==> src/rtl/shiftreg_scan_ctrl.sv <==
`timescale 1ns/1ps
// Scan controller for a PISO button shift register with an Avalon-MM register block.
// Optional build macro SHIFTREG_DEBOUNCE_EN: buttons update only after 3 identical differing raw scans.
module shiftreg_scan_ctrl #(
  parameter int CLK_DIV       = 25,
  parameter int NUM_BITS      = 16,
  parameter int SCAN_INTERVAL = 50000,
  parameter int ACTIVE_LOW    = 1
) (
  input  logic                clk,
  input  logic                reset_n,
  output logic                shiftreg_clk,
  output logic                shiftreg_loadn,
  input  logic                shiftreg_out,
  output logic [NUM_BITS-1:0] buttons,
  output logic                buttons_valid,
  input  logic [1:0]          avs_address,
  input  logic                avs_read,
  output logic [31:0]         avs_readdata,
  input  logic                avs_write,
  input  logic [31:0]         avs_writedata,
  output logic                irq
);

  // state  | meaning
  // IDLE   | waiting for interval wrap, trigger or pending scan
  // LOAD   | loadn low, register captures parallel inputs
  // SETTLE | loadn high; doubles as the low phase of the first bit
  // SHIFT  | shift clock high/low phases, sample at end of each low phase
  // DONE   | publish result, accumulate change flags
  typedef enum logic [2:0] {S_IDLE, S_LOAD, S_SETTLE, S_SHIFT, S_DONE} state_t;

  localparam int DIV_W = $clog2(CLK_DIV);
  localparam int CNT_W = $clog2(SCAN_INTERVAL);
  localparam int BIT_W = $clog2(NUM_BITS + 1);
  localparam logic [DIV_W-1:0] DIV_MAX = DIV_W'(CLK_DIV - 1);

  state_t              state;
  logic [DIV_W-1:0]    div_cnt;
  logic [BIT_W-1:0]    bit_cnt;
  logic                phase_hi;
  logic [NUM_BITS-1:0] acc;
  logic                pending;
  logic [CNT_W-1:0]    int_cnt;
  logic [1:0]          sync_q;
  logic                enable;
  logic [NUM_BITS-1:0] changed;
  logic [NUM_BITS-1:0] irq_en;
  logic [NUM_BITS-1:0] raw_scan;
  logic [NUM_BITS-1:0] set_mask;
  logic [NUM_BITS-1:0] clr_mask;
  logic [31:0]         rd_mux;
  logic                update_ok;
  logic                unused_wdata;

  wire wrap     = (int_cnt == CNT_W'(SCAN_INTERVAL - 1));
  wire ctrl_wr  = avs_write && (avs_address == 2'd3);
  wire scan_req = (wrap && enable) || (ctrl_wr && avs_writedata[1]);
  wire div_tc   = (div_cnt == '0);
  wire busy     = (state != S_IDLE);

  assign raw_scan     = (ACTIVE_LOW != 0) ? ~acc : acc;
  assign unused_wdata = &{1'b0, avs_writedata};

`ifdef SHIFTREG_DEBOUNCE_EN
  logic [NUM_BITS-1:0] last_raw;
  logic [1:0]          match_cnt;
  logic [1:0]          next_match;
  assign next_match = (raw_scan == last_raw) ? match_cnt + 2'd1 : 2'd1;
  assign update_ok  = (raw_scan != buttons) && (next_match == 2'd3);
`else
  assign update_ok = 1'b1;
`endif

  assign set_mask = (state == S_DONE && update_ok) ? (buttons ^ raw_scan) : '0;
  assign clr_mask = (avs_write && avs_address == 2'd1) ? avs_writedata[NUM_BITS-1:0] : '0;

  always_ff @(posedge clk or negedge reset_n) begin
    if (!reset_n) begin
      state          <= S_IDLE;
      div_cnt        <= '0;
      bit_cnt        <= '0;
      phase_hi       <= 1'b0;
      acc            <= '0;
      pending        <= 1'b0;
      shiftreg_clk   <= 1'b0;
      shiftreg_loadn <= 1'b1;
      buttons        <= '0;
      buttons_valid  <= 1'b0;
`ifdef SHIFTREG_DEBOUNCE_EN
      last_raw       <= '0;
      match_cnt      <= '0;
`endif
    end else begin
      buttons_valid <= 1'b0;
      if (busy && scan_req) pending <= 1'b1;
      case (state)
        S_IDLE: if (scan_req || pending) begin
          state          <= S_LOAD;
          shiftreg_loadn <= 1'b0;
          div_cnt        <= DIV_MAX;
          bit_cnt        <= BIT_W'(NUM_BITS);
          pending        <= 1'b0;
        end
        S_LOAD: if (div_tc) begin
          state          <= S_SETTLE;
          shiftreg_loadn <= 1'b1;
          div_cnt        <= DIV_MAX;
        end else begin
          div_cnt <= div_cnt - 1'b1;
        end
        S_SETTLE, S_SHIFT: if (!div_tc) begin
          div_cnt <= div_cnt - 1'b1;
        end else if (phase_hi) begin
          shiftreg_clk <= 1'b0;
          phase_hi     <= 1'b0;
          div_cnt      <= DIV_MAX;
        end else begin
          // first sampled bit walks up to the MSB after NUM_BITS shifts
          acc     <= (acc << 1) | NUM_BITS'(sync_q[1]);
          bit_cnt <= bit_cnt - 1'b1;
          div_cnt <= DIV_MAX;
          if (bit_cnt == BIT_W'(1)) begin
            state <= S_DONE;
          end else begin
            state        <= S_SHIFT;
            shiftreg_clk <= 1'b1;
            phase_hi     <= 1'b1;
          end
        end
        S_DONE: begin
          state <= S_IDLE;
          if (update_ok) begin
            buttons       <= raw_scan;
            buttons_valid <= 1'b1;
          end
`ifdef SHIFTREG_DEBOUNCE_EN
          last_raw <= raw_scan;
          if (raw_scan == buttons || update_ok) match_cnt <= 2'd0;
          else match_cnt <= next_match;
`endif
        end
        default: state <= S_IDLE;
      endcase
    end
  end

  always_comb begin
    rd_mux = '0;
    case (avs_address)
      2'd0: rd_mux = 32'(buttons);
      2'd1: rd_mux = 32'(changed);
      2'd2: rd_mux = 32'(irq_en);
      2'd3: rd_mux = {29'b0, busy, 1'b0, enable};
      default: rd_mux = '0;
    endcase
  end

  always_ff @(posedge clk or negedge reset_n) begin
    if (!reset_n) begin
      sync_q       <= 2'b00;
      int_cnt      <= '0;
      enable       <= 1'b1;
      changed      <= '0;
      irq_en       <= '0;
      irq          <= 1'b0;
      avs_readdata <= '0;
    end else begin
      sync_q  <= {sync_q[0], shiftreg_out};
      int_cnt <= wrap ? '0 : int_cnt + 1'b1;
      if (ctrl_wr) enable <= avs_writedata[0];
      if (avs_write && avs_address == 2'd2) irq_en <= avs_writedata[NUM_BITS-1:0];
      // a flag set by DONE survives a simultaneous write-1-to-clear
      changed <= (changed & ~clr_mask) | set_mask;
      irq     <= |(changed & irq_en);
      if (avs_read) avs_readdata <= rd_mux;
    end
  end

endmodule

==> config.mk <==
export PLATFORM = sky130hd
export DESIGN_NAME = shiftreg_scan_ctrl
export DESIGN_NICKNAME = d
export VERILOG_FILES = /design/src/rtl/shiftreg_scan_ctrl.sv
export SDC_FILE = /design/constraint.sdc
export NUM_CORES = 1
export LEC_CHECK = 0
export ABC_AREA = 1
export ABC_CLOCK_PERIOD_IN_PS = 3500
export CORE_MARGIN = 2
export CORE_UTILIZATION = 40
export DETAILED_ROUTE_END_ITERATION = 7
export PLACE_DENSITY_LB_ADDON = 0.15
export SLEW_MARGIN = 20
export SYNTH_ARGS = -nofsm -noshare
export SYNTH_HDL_FRONTEND = slang
export SYNTH_SLANG_ARGS = --single-unit
==> constraint.sdc <==
create_clock -name clk -period 3.5 [get_ports clk]
set_clock_uncertainty 0.1 [all_clocks]
set_input_delay 0.7 -clock clk [delete_from_list [all_inputs] [get_ports clk]]
set_output_delay 0.7 -clock clk [all_outputs]
set_load 0.01 [all_outputs]
==> key figures <==
Power and ir drop
  – Clock power share: 48.7%
  – Lkg Pwr: 3.36 nW
  – Comb pwr share: around 7.3%
  – Net Sw Frac: 22.4%
  – Max VDD drop: 0.274 mV
  – Int Pwr: 2.61 mW
  – Register share of total power: 44.1%
  – Design Power: ~3.4 mW
  – Pwr per Cell Area: just under 500 nW/µm²
  – Sw Pwr: 0.752 mW

Worst setup path
  – Buffers and inverters on the worst path: 1
  – Crit. End Element: output port
  – Top delay family on crit path: flip-flops
  – WS Path Type: flop to output port
  – Levels on crit path: 1
  – Worst path required time: 2700 ps
  – Worst setup path startpoint: shiftreg_loadn$_DFFE_PN1P_
  – Max stage delay on crit path: ~530 ps
  – RR Startpoint: div_cnt[0]$_DFFE_PN0P_
  – Critical-path top delay cell: dfstp_2
  – Worst R2R End: bit_cnt[4]$_DFFE_PN0P_
  – Worst path arrival time: 1460 ps
  – Critical Path Fanout Max: 2
  – Reg2Reg Setup Slack: 1710 ps
  – Critical path, cell by cell: clkdlybuf4s50_1
  – R2r worst-path depth: 9
  – Critical path startpoint category: flop
  – Crit path to: shiftreg_loadn

Route
  – Vias: 4274
  – Detailed Routing Iterations Pass 1: 5
  – DRT iter0 DRCs: around 340
  – Drt total wl: 12100 µm
  – DRC: 0
  – Avg WL per Cell: 13.4 µm
  – Via-to-Cell Ratio: 4.75
  – Post-route ant nets: 0

Cells and area
  – Non-Filler Instances: 900
  – Final net count: 751
  – Commonest non-fill, non-tap cell in the layout: nand2_1
  – Fin area: 6840 µm²
  – End-of-flow core utilization: around half
  – Ant diodes: 0
  – Most frequent cells in the layout: nand2_1 (183), dfrtp_1 (116), inv_1 (59), o21ai_0 (57), clkdlybuf4s50_1 (57)
  – Syn-to-layout area delta: 22.9%
  – Fraction of layout cells with a size suffix above 1: 9.58%

GRT
  – Wire length of the first global-routing pass: 20100 µm
  – Grt ovf: 0
  – Initial antenna violation count: 0
  – Overall global routing resource usage: between 10% and 20%
  – Vias in the first global route: approximately 4000
  – Largest net degree at the start of global routing: 49

Synthesis
  – Post-synthesis register bit count: ~120
  – Synth Area in Compound Gates: 12.1%
  – Mux share of post-synthesis cell area: 0%
  – Mapped Cells: 642
  – Post-synthesis simple-gate area fraction: 21.3%
  – Post-synth EDFFs: 0
  – Post-Syn Area: 5560 µm²
  – Post-synthesis sequential area ratio: 53.1%
  – Unique masters post-synth: 38
  – Syn avg cell area: 8.67 µm²
  – Largest family of logic cells by synthesized area: simple AND/OR/NAND/NOR gates
  – Asr flop ratio synth: 100%
  – Post-Synth Adder-Cell Area: 0.899%
  – Synth Area in XOR/XNOR: 4.09%
  – Post-synth top flop: dfrtp_1
  – Yosys warns: 0

Timing
  – Slew Viols, Final: 0
  – Final hold slack: 202 ps
  – RSZ-0062 raised after global routing: false
  – Fin worst setup slack: 1240 ps
  – # setup viols final: 0
  – Slew headroom: 52.1%
  – Achievable Freq: 0.442 GHz
  – Post-layout min period: 2260 ps
  – Tcrit/Tclk final: 64.6%
  – Final Hold Vio Count: 0
  – Worst-Margin Slew: 717 ps
  – Post-route setup TNS: 0 ps

Clock tree
  – Cts hold-fix bufs: 0
  – Clock Pin Slew Worst Setup and Hold Paths: 50 ps
  – CTS Buf Count: 17
  – CTS root buf: clkbuf_16
  – Clock sinks: 118
  – Cts repair resizes: 0
  – TritonCTS clock tree: built
  – Clock Latency Late Sink: 410 ps
  – H-Tree Depth: 4
  – Post-CTS Setup Inserts: 0
  – Clk buf depth: 2

Place
  – Place WS: 972 ps
  – Final HPWL DP: 8880 µm
  – Placed cell count: about 870
  – Area after DPL: 6270 µm²
  – PortBufs: 58
  – Gpl congestion: 0.825

Hold path
  – Worst hold path type: primary input to asynchronous set/reset pin

Floorplanning
  – Total core area: 13700 µm²
  – DIE WIDTH: roughly 120 µm
  – Die Y: 122 µm
  – Area of the die: ~15000 µm²
  – Initial core utilization: 40.6%
  – # rows: 43
  – # IOs: 91

Status
  – Status: finished, final reports clean

Job
  – Maxcap violations: 0
routing by layer:
metal / wire (µm) / up-vias / GRT usage (%)
li1: - / 2170 / -
met1: 5760 / 1987 / 24.4
met2: 5640 / 106 / 27.2
met4: 119 / 0 / 6.03
met5: 0 / - / 0
met3: 545 / 11 / 4.12
state kept, by name (all words and copies together) (netlist names):
name and count:
acc 16, avs_readdata 16, bit_cnt 5, buttons 16, buttons_valid 1, changed 16
div_cnt 5, enable 1, int_cnt 16, irq 1, irq_en 16, pending 1
phase_hi 1, shiftreg_clk 1, shiftreg_loadn 1, state 3, sync_q 2
area by class of cell:
cell class | count | area [µm²]
fill | 1313 | 6880
sequential | 118 | 2960
multi-input combinational | 438 | 2200
timing repair buffer | 62 | 621
clock buffer | 24 | 502
inverter | 71 | 272
tap | 180 | 225
clock inverter | 7 | 70.1
cells by family (layout without fill, tap and decap cells):
group,after synthesis,count (layout)
and+or+nand+nor,268,268
AOI/OAI and AO/OA,124,124
DFF,118,118
buffers and inverters,101,164
xor gates and xnor gates,26,26
adders and majority gates,4,4
other,1,16
worst min path at each step:
stage / to / startpoint / cells after the start
detailed placement: sync_q[1]$_DFF_PN0_ / sync_q[0]$_DFF_PN0_ / 0
floorplan: sync_q[1]$_DFF_PN0_ / sync_q[0]$_DFF_PN0_ / 0
global placement: sync_q[1]$_DFF_PN0_ / sync_q[0]$_DFF_PN0_ / 0
global route: changed[2]$_DFF_PN0_ / reset_n / 1
finish: irq_en[2]$_DFFE_PN0P_ / reset_n / 1
CTS: irq_en[2]$_DFFE_PN0P_ / reset_n / 1
power groups by stage:
stage	clock [mW]	combinational (mW)	sequential, mW
final	1.63	0.245	1.48
after global placement	0	0.246	1.50
after detailed placement	0	0.249	1.50
after CTS	1.68	0.250	1.48
after floorplan	0	0.117	1.50
after global routing	1.75	0.279	1.49
Yosys cell counts (8+ instances only):
master | n | area [µm²]
buf_2 | 8 | 40.0
o22ai_1 | 9 | 56.3
a21oi_1 | 20 | 100
inv_1 | 59 | 221
dfrtp_1 | 116 | 2900
o21ai_1 | 24 | 120
nand2_1 | 183 | 687
nand3_1 | 11 | 55.1
nand4_1 | 10 | 62.6
inv_2 | 8 | 30.0
nor2_1 | 34 | 128
buf_4 | 16 | 120
o21ai_0 | 57 | 285
xor2_1 | 23 | 201
Note: power is estimated with default switching activity, not from simulation.
